===== config.mk =====
export PLATFORM = sky130hd
export DESIGN_NAME = aes_block_packer
export DESIGN_NICKNAME = d
export VERILOG_FILES = /design/src/rtl/aes_block_packer.sv
export SDC_FILE = /design/constraint.sdc
export NUM_CORES = 1
export LEC_CHECK = 0
export CORE_MARGIN = 4
export CORE_UTILIZATION = 34
export DETAILED_ROUTE_END_ITERATION = 10
export GPL_TIMING_DRIVEN = 0
export PLACE_DENSITY_LB_ADDON = 0.3
export SLEW_MARGIN = 10
export SYNTH_ARGS = -nofsm -noshare
export SYNTH_HDL_FRONTEND = slang
export SYNTH_SLANG_ARGS = --single-unit

===== constraint.sdc =====
create_clock -name clk -period 20.8 [get_ports clk]
set_input_delay 3.12 -clock clk [delete_from_list [all_inputs] [get_ports clk]]
set_output_delay 3.12 -clock clk [all_outputs]
set_load 0.02 [all_outputs]

===== src/rtl/aes_block_packer.sv =====
// Packs 32-bit key/plaintext words into 128-bit AES blocks; 1-cycle word->strobe latency when idle.
// Backpressure: word_ready drops while the block FIFO is full or a key is loading; key_word_ready waits for an idle data path.
module aes_block_packer #(
  parameter int DEPTH     = 2,
  parameter int ISSUE_GAP = 0
) (
  input  logic                     clk,
  input  logic                     reset,
  input  logic                     flush,
  input  logic                     key_word_valid,
  input  logic [31:0]              key_word,
  output logic                     key_word_ready,
  input  logic                     word_valid,
  input  logic [31:0]              word_in,
  output logic                     word_ready,
  output logic [127:0]             cipher_key,
  output logic                     cipherkey_valid_in,
  output logic [127:0]             plain_text,
  output logic                     data_valid_in,
  output logic                     key_loaded,
  output logic [$clog2(DEPTH):0]   fifo_level
);

  localparam int AW = $clog2(DEPTH);
  localparam int GW = (ISSUE_GAP > 0) ? $clog2(ISSUE_GAP + 1) : 1;

  localparam logic [1:0] KEY_IDLE  = 2'd0;
  localparam logic [1:0] KEY_LOAD  = 2'd1;
  localparam logic [1:0] KEY_ISSUE = 2'd2;

  logic [1:0]    key_state;
  logic [1:0]    key_cnt;
  logic [127:0]  key_buf;
  logic [1:0]    word_cnt;
  logic [127:0]  word_buf;
  logic [127:0]  mem [DEPTH];
  logic [AW-1:0] wr_ptr;
  logic [AW-1:0] rd_ptr;
  logic [AW:0]   level;
  logic [GW-1:0] gap;

  logic          key_fire;
  logic          word_fire;
  logic          blk_done;
  logic [127:0]  blk;
  logic          issue;
  logic          fifo_wr;
  logic          fifo_rd;
  logic [127:0]  issue_blk;

  assign key_word_ready = (key_state != KEY_ISSUE) && (level == '0) &&
                          (word_cnt == 2'd0) && !data_valid_in;
  assign word_ready     = key_loaded && (level < (AW+1)'(DEPTH)) && (key_state == KEY_IDLE);
  assign key_fire       = key_word_valid && key_word_ready;
  assign word_fire      = word_valid && word_ready;
  assign blk_done       = word_fire && (word_cnt == 2'd3);
  assign blk            = {word_buf[127:32], word_in};

  // An empty FIFO lets a just-completed block bypass straight to the output register.
  assign issue     = !flush && (gap == '0) && ((level != '0) || blk_done);
  assign fifo_wr   = !flush && blk_done && !((level == '0) && issue);
  assign fifo_rd   = issue && (level != '0);
  assign issue_blk = (level != '0) ? mem[rd_ptr] : blk;
  assign fifo_level = level;

  always_ff @(posedge clk or negedge reset) begin
    if (!reset) begin
      key_state          <= KEY_IDLE;
      key_cnt            <= 2'd0;
      key_buf            <= '0;
      cipher_key         <= '0;
      cipherkey_valid_in <= 1'b0;
      key_loaded         <= 1'b0;
    end else begin
      cipherkey_valid_in <= 1'b0;
      case (key_state)
        KEY_IDLE, KEY_LOAD: begin
          if (key_fire) begin
            key_buf[127 - 32*int'(key_cnt) -: 32] <= key_word;
            key_cnt <= key_cnt + 2'd1;
            if (key_cnt == 2'd3) begin
              cipher_key         <= {key_buf[127:32], key_word};
              cipherkey_valid_in <= 1'b1;
              key_loaded         <= 1'b1;
              key_state          <= KEY_ISSUE;
            end else begin
              key_state <= KEY_LOAD;
            end
          end
        end
        KEY_ISSUE: key_state <= KEY_IDLE;
        default:   key_state <= KEY_IDLE;
      endcase
    end
  end

  always_ff @(posedge clk or negedge reset) begin
    if (!reset) begin
      word_cnt      <= 2'd0;
      word_buf      <= '0;
      wr_ptr        <= '0;
      rd_ptr        <= '0;
      level         <= '0;
      gap           <= '0;
      plain_text    <= '0;
      data_valid_in <= 1'b0;
    end else begin
      data_valid_in <= issue;
      if (issue) plain_text <= issue_blk;

      if (word_fire) word_buf[127 - 32*int'(word_cnt) -: 32] <= word_in;

      if (flush) begin
        word_cnt <= 2'd0;
        wr_ptr   <= '0;
        rd_ptr   <= '0;
        level    <= '0;
        gap      <= '0;
      end else begin
        if (word_fire) word_cnt <= word_cnt + 2'd1;
        if (fifo_wr)   wr_ptr   <= wr_ptr + AW'(1);
        if (fifo_rd)   rd_ptr   <= rd_ptr + AW'(1);
        case ({fifo_wr, fifo_rd})
          2'b10:   level <= level + (AW+1)'(1);
          2'b01:   level <= level - (AW+1)'(1);
          default: level <= level;
        endcase
        if (issue)           gap <= GW'(ISSUE_GAP);
        else if (gap != '0)  gap <= gap - GW'(1);
      end
    end
  end

  always_ff @(posedge clk) begin
    if (fifo_wr) mem[wr_ptr] <= blk;
  end

endmodule


==> results of run 1 <==
placed cells by master, fill, tap and decap left out, types with 3 or more instances in the layout:
cell             Yosys  layout
clkinv_16            0       4
clkbuf_1           140     166
clkbuf_16            0      81
mux2i_1            318     318
nand2_1            192     192
inv_1              199     199
dfrtp_1            461     461
nor2b_1              5       5
ha_1                 8       8
clkinv_1             1       6
nor3_1             128     128
mux2_2             131     131
a21oi_1              4       4
buf_12               0       7
buf_16               0       9
nor2_1               7       5
buf_6               16      16
o21ai_0            131     131
o311a_1            128     128
buf_2               16      16
and3_1               4       4
clkbuf_8             0      10
buf_1               12      12
buf_4                3       3
clkinv_2             0      12
clkdlybuf4s50_1      0     327
bufinv_16            0       7
nand4b_1             4       4
edfxtp_1           256     256
a2bb2oi_1          128     128
state kept, by name (all words and copies together), names as in the netlist, 2 cells and up:
signal	count
word_cnt	2
word_buf	96
plain_text	128
key_state	2
mem	256
key_cnt	2
cipher_key	128
key_buf	96
fifo_level	2
power groups by stage:
stage / clock, mW / sequential, mW / combinational, mW
3_5_place_dp: 0 / 2.02 / 1.13
4_1_cts: 1.49 / 2.00 / 1.14
6_report: 1.46 / 2.00 / 1.13
3_3_place_gp: 0 / 2.01 / 1.11
5_1_grt: 1.55 / 2.03 / 1.22
2_1_floorplan: 0 / 2.08 / 0.523
cell type report:
cell class	instances	area, um2	share of cell area (%)
Tap cell	1165	1458	3.814
Clock inverter	35	485.5	1.270
Multi-Input combinational cell	1207	9503	24.86
Sequential cell	717	19220	50.29
Buffer	187	853.3	2.232
Antenna cell	1	2.502	0.006547
Inverter	201	759.5	1.987
Clock buffer	117	2262	5.918
Timing Repair Buffer	344	3676	9.617
worst register-to-register path: stages (launching register included):
cell and delay [ns]:
dfrtp_1 0.35, buf_2 0.31, clkbuf_1 0.83, clkbuf_1 0.53
nand4_1 0.39, nor2_4 0.55, buf_16 0.24, buf_12 0.21
buf_12 0.23
worst min-delay path by stage:
stage | end | slack, ns | from
finish | mem[1][125] | 0.47 | word_buf[125]
floorplan | mem[0][100] | 0.46 | word_buf[100]
global placement | mem[1][107] | 0.47 | word_buf[107]
detailed placement | mem[1][118] | 0.48 | word_buf[118]
CTS | mem[1][125] | 0.46 | word_buf[125]
global route | mem[1][125] | 0.48 | word_buf[125]
logic make-up after synthesis:
logic type                 synth area share [%]
AOI/OAI and AO/OA                         10.28
DFF                                       63.39
buffers and inverters                     5.319
xor gates and xnor gates                0.05778
and+or+nand+nor                           5.257
muxes                                     15.36
adders and majority gates                0.3301
metal layers:
layer	up-vias	track usage, %	share of wire (%)
met4	0	6.999	3.7
met2	888	32.05	47
met3	173	6.143	9.6
met5	-	0	0
met1	10620	24.47	40
li1	9235	-	-
==> metrics, run 1 <==
final worst-path cycle share 31.53%; Worst R2R End mem[0][31]; pin count of the biggest net entering global routing 107; RePlAce Congestion 0.8380; delay-heaviest family, CP buffers and inverters; Seq cells post-synth 717; cells after synthesis 2,312; Post-Syn Area 30,320 um2; CP max FO 26; CTS tree built; initial core utilization 34.31%; GRT Util Overall 19.55%; leading area contributor after synthesis dfrtp_1; Pwr Density 119.8 nW/um2; final worst slack 14.24 ns; hpwl dp 65,030 um; top cells by area, synth dfrtp_1 38%, edfxtp_1 25%, mux2i_1 10%, mux2_2 4.9%, o311a_1 4.2%; maxcap violations 0; Yosys top cell area share 38.04%; CTS Buffer Depth 3; cell row count 109; die height 306.6 um; Ys Warns 0; Psw 1.455 mW; port bufs 328; synth cell count leaders 461 x dfrtp_1, 318 x mux2i_1, 256 x edfxtp_1, 199 x inv_1, 192 x nand2_1; Clock Skew 0.05950 ns; worst stage delay on the critical path 0.91 ns; Peak VDD IR 0.1004 mV; Post-synth EDFFs 256; outcome finished, final reports clean; synth unique cells 39; R2R cell count 8; Worst Setup SP flush; Least-Margin Pin Slew 1.354 ns; share of cells above drive strength 1 11.11%; Setup Buffers After CTS 0; vias in the first global route 21,770; non-filler cells, final 3,974; Slew headroom 9.750%; die width 306.6 um; slowest CP cell clkbuf_1; via count 20,910; initial DRC count 1,540; hold-critical path depth 0; cts hold-fix bufs 0; WHS 0.4732 ns; root buffer cell clkbuf_16; Post-layout nets 2,816; Hold WC Path Type reg2reg; Die ar. 94,030 um2; final setup fails 0; Place WS 13.64 ns; final core utilization 43.25%; RSZ-0062 raised after global routing no; H-Tree Depth 3; dpl cells 3,821; Cell Chain, Critical Path clkbuf_1 > clkinv_1 > clkbuf_1 > clkbuf_1 > nand4_1 > nor2_4 > buf_16 > buf_12 > buf_12; Fmax 152.5 MHz; CP startpoint kind input pin; first-pass GRT wire length 139,300 um; Most common cell on crit path clkbuf_1; Final ANT Viol Nets 0; combinational fraction of design power 24.6%; Sw Share 31.77%; post_cts resized 0; final hold vios 0; Core Region 88,370 um2; Fin Setup TNS 0 ns; most common cell in the netlist dfrtp_1; Pleak 15.98 nW; ys async rst share 64.30%; Setup crit end mem[0][31]; number of antenna violations at the first check in global routing 1; clock sink count 717; Primary FF master, synth dfrtp_1; 1st-pass router iterations 6; WP buf/inv 7; Fillers 8,110; CP Depth 9; sequential share of the synthesized area 63.39%; FF-to-FF setup slack 16.83 ns; GRT overflow 0; Area after DPL 35,470 um2; worst skew pair latency 0.64 ns; part of the power in registers 43.6%; total CTS buffers 81; worst path required time 21.12 ns; Worst R2R Start fifo_level[0]; final routed DRC violation total 0; P_int 3.125 mW; critical path endpoint category register; total power 4.580 mW; average wire per standard cell 23.74 um; critical path start-end classification in2reg; Data arrival, critical path 6.88 ns; WL final 94,340 um; Ports 332; Max Slew Vio Count 0; min cycle time layout 6.559 ns; P&R area growth vs syn 26.05%; Post-Syn Nets 2,389; Vias per Instance 5.262; Clock transition at path regs 0.06 ns; Final Cell Area 38,220 um2; clock power share 31.8%; Syn Area/Cell 13.12 um2
Note: power is estimated with default switching activity, not from simulation.
==> run 2: changes to the inputs <==
Clock period 20.8 ns to 6.6 ns, I/O delays scaled along.
==> results of run 2 <==
Same layout as run 1 (identical final DEF). Status: finished, final reports clean.
Main changes from that run: setup slack after placement 13.64 ns -> 1.567 ns; setup slack after layout 14.24 ns -> 2.172 ns; hold slack 0.4732 ns -> 0.3612 ns; register-to-register setup slack 16.83 ns -> 2.63 ns; total power 4.580 mW -> 14.43 mW; worst IR drop on VDD 0.1004 mV -> 0.3166 mV
==> edit 1, RTL diff (flow settings as in run 2) <==
The parameter `DEPTH` goes from 2 to 4.
--- a/src/rtl/aes_block_packer.sv
+++ b/src/rtl/aes_block_packer.sv
@@ -1,7 +1,7 @@
 // Packs 32-bit key/plaintext words into 128-bit AES blocks; 1-cycle word->strobe latency when idle.
 // Backpressure: word_ready drops while the block FIFO is full or a key is loading; key_word_ready waits for an idle data path.
 module aes_block_packer #(
-  parameter int DEPTH     = 2,
+  parameter int DEPTH     = 4,
   parameter int ISSUE_GAP = 0
 ) (
   input  logic                     clk,
Ports: changed (resized fifo_level); port bits go from 332 to 333. The function was not compared with the original's and may differ.
==> edit 1 against run 2 <==
  * Cell count is 8.9% higher
  * Sequential share of layout area is 7.6 points higher
  * Worst setup slack better by 0.056 ns
  * Cell area is 22% higher
  * Sequential cell count is 259 higher
  * Synthesized area is 24% higher
  * Wire length is 11% higher
  * Highest routed layer unchanged
  * Power is 35% higher
  * Non-clock buffer count is 23 lower
==> edit 1: results (changes against run 2) <==
\begin{tabular}{lr}
\hline
Metric & Value \\
\hline
\multicolumn{2}{l}{\textbf{Power}} \\
\quad Combinational share of power & 0.265 (was 0.246) \\
\quad Total Power Consumption & 19.5 mW (was 14.4 mW) \\
\quad VDD IR max & 0.239 mV (was 0.317 mV) \\
\quad Switching power summed over all nets & 6.06 mW (was 4.59 mW) \\
\quad Static leakage & 16.8 nW (was 16.0 nW) \\
\multicolumn{2}{l}{\textbf{Run status}} \\
\quad Result of the run & completed (unchanged) \\
\multicolumn{2}{l}{\textbf{Routing}} \\
\quad Met1 wire length & 44.0 mm (was 37.4 mm) \\
\quad Detailed route wirelength on metal3 & 6.98 mm (was 9.09 mm) \\
\quad Routed wire length & 105 mm (was 94.3 mm) \\
\quad Routed wl met2 & 51.0 mm (was 44.4 mm) \\
\multicolumn{2}{l}{\textbf{Timing}} \\
\quad Relative max-transition margin & 0.309 (was 0.0975) \\
\quad Achievable clock frequency & 229 MHz (was 226 MHz) \\
\quad Worst hold slack after final layout & 0.286 ns (was 0.361 ns) \\
\multicolumn{2}{l}{\textbf{Yosys}} \\
\quad Average size of a mapped cell & 16.2 sq um (was 13.1 sq um) \\
\quad Ranking of synthesized cells by instance count & sky130\_fd\_sc\_hd\_\_edfxtp\_1, sky130\_fd\_sc\_hd\_\_dfrtp\_1, sky130\_fd\_sc\_hd\_\_o22a\_1 (was sky130\_fd\_sc\_hd\_\_dfrtp\_1, sky130\_fd\_sc\_hd\_\_mux2i\_1, sky130\_fd\_sc\_hd\_\_edfxtp\_1) \\
\quad Netlist cell types & 38 (was 39) \\
\quad Post-synthesis net count & 2390 (was 2389) \\
\quad Number of enable-type register cells in the synthesized netlist & 512 (was 256) \\
\quad Most used flip-flop cell after synthesis & sky130\_fd\_sc\_hd\_\_edfxtp\_1 (was sky130\_fd\_sc\_hd\_\_dfrtp\_1) \\
\multicolumn{2}{l}{\textbf{CTS}} \\
\quad Clock latency on the worst-skew pair & 0.72 ns (was 0.64 ns) \\
\quad Number of CTS-inserted buffers & 101 (was 81) \\
\multicolumn{2}{l}{\textbf{Setup path}} \\
\quad Worst setup path endpoint & key\_word\_ready (was mem[0][31]) \\
\quad Number of cells on the worst reg-to-reg path & 7 (was 8) \\
\quad Setup crit start & fifo\_level[1] (was flush) \\
\quad Capture point of the worst reg-to-reg path & mem[0][55] (was mem[0][31]) \\
\multicolumn{2}{l}{\textbf{Global route}} \\
\quad Gr usage total & 0.179 (was 0.196) \\
\quad Number of antenna violations at the first check in global routing & 3 (was 1) \\
\quad Via count of the first global-routing pass & 23200 (was 21800) \\
\multicolumn{2}{l}{\textbf{Cells and area}} \\
\quad Fraction of final layout cells with drive strength greater than 1 & 0.176 (was 0.111) \\
\hline
\end{tabular}
edit 1: final cells by class:
type | count | area, sq um
fill | 9639 | 62500
sequential | 976 | 27000
multi-input combinational | 1069 | 9350
timing repair buffer | 348 | 3720
clock buffer | 139 | 2890
tap | 1476 | 1850
buffer | 160 | 800
clock inverter | 52 | 619
inverter | 103 | 387
antenna | 4 | 10.0
edit 1: cells by family after synthesis:
kind of cell / synth area share
xor gates and xnor gates: 0.000935
DFF: 0.720
and+or+nand+nor: 0.0408
AOI/OAI and AO/OA: 0.0870
adders and majority gates: 0.00454
muxes: 0.115
buffers and inverters: 0.0316
edit 1: worst max-delay path, cell delays in order (launching register included):
cell                              delay (ns)
sky130_fd_sc_hd__dfrtp_1                0.47
sky130_fd_sc_hd__or3_4                  0.44
sky130_fd_sc_hd__buf_2                  0.24
sky130_fd_sc_hd__nor4b_1                0.79
sky130_fd_sc_hd__clkdlybuf4s50_1        0.76
==> edit 2, RTL diff (settings of run 2) <==
Without the edit above. Make the reset (`reset`) synchronous in 2 clocked blocks.
--- a/src/rtl/aes_block_packer.sv
+++ b/src/rtl/aes_block_packer.sv
@@ -63,7 +63,7 @@
   assign issue_blk = (level != '0) ? mem[rd_ptr] : blk;
   assign fifo_level = level;
 
-  always_ff @(posedge clk or negedge reset) begin
+  always_ff @(posedge clk) begin
     if (!reset) begin
       key_state          <= KEY_IDLE;
       key_cnt            <= 2'd0;
@@ -94,7 +94,7 @@
     end
   end
 
-  always_ff @(posedge clk or negedge reset) begin
+  always_ff @(posedge clk) begin
     if (!reset) begin
       word_cnt      <= 2'd0;
       word_buf      <= '0;
Function: no difference found for any inputs over 4 cycles, from zero or initial values and one cycle with reset low; that may be too few to reach the edited logic, so the function may still have changed.
==> edit 2 against run 2 <==
  * Sequential cell count increased by 2
  * Synthesized cell count increased by 2.0%
  * Worst setup slack improved by 0.99 ns
  * Maximum frequency increased by 29%
  * Core utilization increased by 1.0 points
  * Wire length decreased by 8.3%
  * Cell area decreased by 12%
  * Via count decreased by 2.0%
  * Sequential share of layout area increased by 0.12 points
  * Worst hold slack improved by 0.082 ns
  * Count of clock-buffer cells in the layout decreased by 11
  * Synthesized area decreased by 14%
  * Die area decreased by 14%
  * Largest cell class unchanged
Power is not compared: it rests on default switching activity, and its combinational part moved more than twofold at a synthesized area within 25%.
==> edit 2: results (changes against run 2) <==
\begin{tabular}{lr}
\hline
Metric & Value \\
\hline
\multicolumn{2}{l}{\textbf{Cells and area}} \\
\quad Signal buf overhead & 0.133 (was 0.118) \\
\quad Sequential cell count of the final layout & 719 (was 717) \\
\quad Non-filler cells in the finished layout & 3877 (was 3974) \\
\quad Clk\_buf instances & 106 (was 117) \\
\quad Number of filler instances in the final layout & 7044 (was 8110) \\
\quad Multi-input comb cells & 1416 (was 1207) \\
\multicolumn{2}{l}{\textbf{Global route}} \\
\quad Number of antenna violations at the first check in global routing & 13 (was 1) \\
\quad Met2 track demand over resource & 0.341 (was 0.321) \\
\quad Gr usage total & 0.206 (was 0.196) \\
\multicolumn{2}{l}{\textbf{Placed design}} \\
\quad DP HPWL & 62.8 mm (was 65.0 mm) \\
\multicolumn{2}{l}{\textbf{Setup path}} \\
\quad Capture point of the worst reg-to-reg path & mem[0][69] (was mem[0][31]) \\
\quad Register-to-register setup slack & 3.48 ns (was 2.63 ns) \\
\quad Worst setup path endpoint & word\_ready (was mem[0][31]) \\
\quad Crit path max-delay cell type & sky130\_fd\_sc\_hd\_\_clkdlybuf4s50\_1 (was sky130\_fd\_sc\_hd\_\_clkbuf\_1) \\
\quad Arrival time of data at the critical path endpoint & 2.45 ns (was 4.75 ns) \\
\quad Number of cells on the worst reg-to-reg path & 6 (was 8) \\
\multicolumn{2}{l}{\textbf{Yosys}} \\
\quad Share of synthesized cell area in full adder, half adder and majority cells & 0.00432 (was 0.00330) \\
\quad Share of synthesized flip-flops with an asynchronous set or reset & 0 (was 0.643) \\
\quad Multiplexer fraction of the synthesized cell area & 0.0499 (was 0.154) \\
\quad Part of the Yosys area used for sequential elements & 0.650 (was 0.634) \\
\quad Most used flip-flop cell after synthesis & sky130\_fd\_sc\_hd\_\_dfxtp\_1 (was sky130\_fd\_sc\_hd\_\_dfrtp\_1) \\
\multicolumn{2}{l}{\textbf{Run status}} \\
\quad Result of the run & completed (unchanged) \\
\multicolumn{2}{l}{\textbf{Timing}} \\
\quad Relative max-transition margin & 0.176 (was 0.0975) \\
\multicolumn{2}{l}{\textbf{Routing}} \\
\quad Starting DRC count in detailed routing & 1558 (was 1540) \\
\quad Max layer used & met5 (was met4) \\
\multicolumn{2}{l}{\textbf{Hold path}} \\
\quad Worst min-delay path category & reg -> reg (was in -> async) \\
\hline
\end{tabular}
-- edit 2: cell types whose count changed in the layout (fill, tap and decap cells not counted), moves of 176 or more --
cell                      change
sky130_fd_sc_hd__dfxtp_1    +463
sky130_fd_sc_hd__dfrtp_1    -461
sky130_fd_sc_hd__nand3_1    +257
sky130_fd_sc_hd__inv_1      -191
sky130_fd_sc_hd__mux2i_1    -188
sky130_fd_sc_hd__o21ai_0    +176
-- edit 2: through the flow --
step / cell area [sq um] / setup WS, ns / power (mW)
after floorplan: 26100 / -0.756 / 4.84
after global placement: 30700 / -5.17 / 5.02
after detailed placement: 31000 / 2.68 / 5.03
after CTS: 33600 / 3.12 / 9.48
after global routing: 33600 / 2.91 / 9.70
final: 33600 / 3.16 / 9.41
-- edit 2: where the power goes --
group	leakage (nW)	internal [mW]	switching, mW
logic	3.47	0.0847	0.250
registers	6.54	4.59	0.0178
clock network	1.31	2.62	1.84
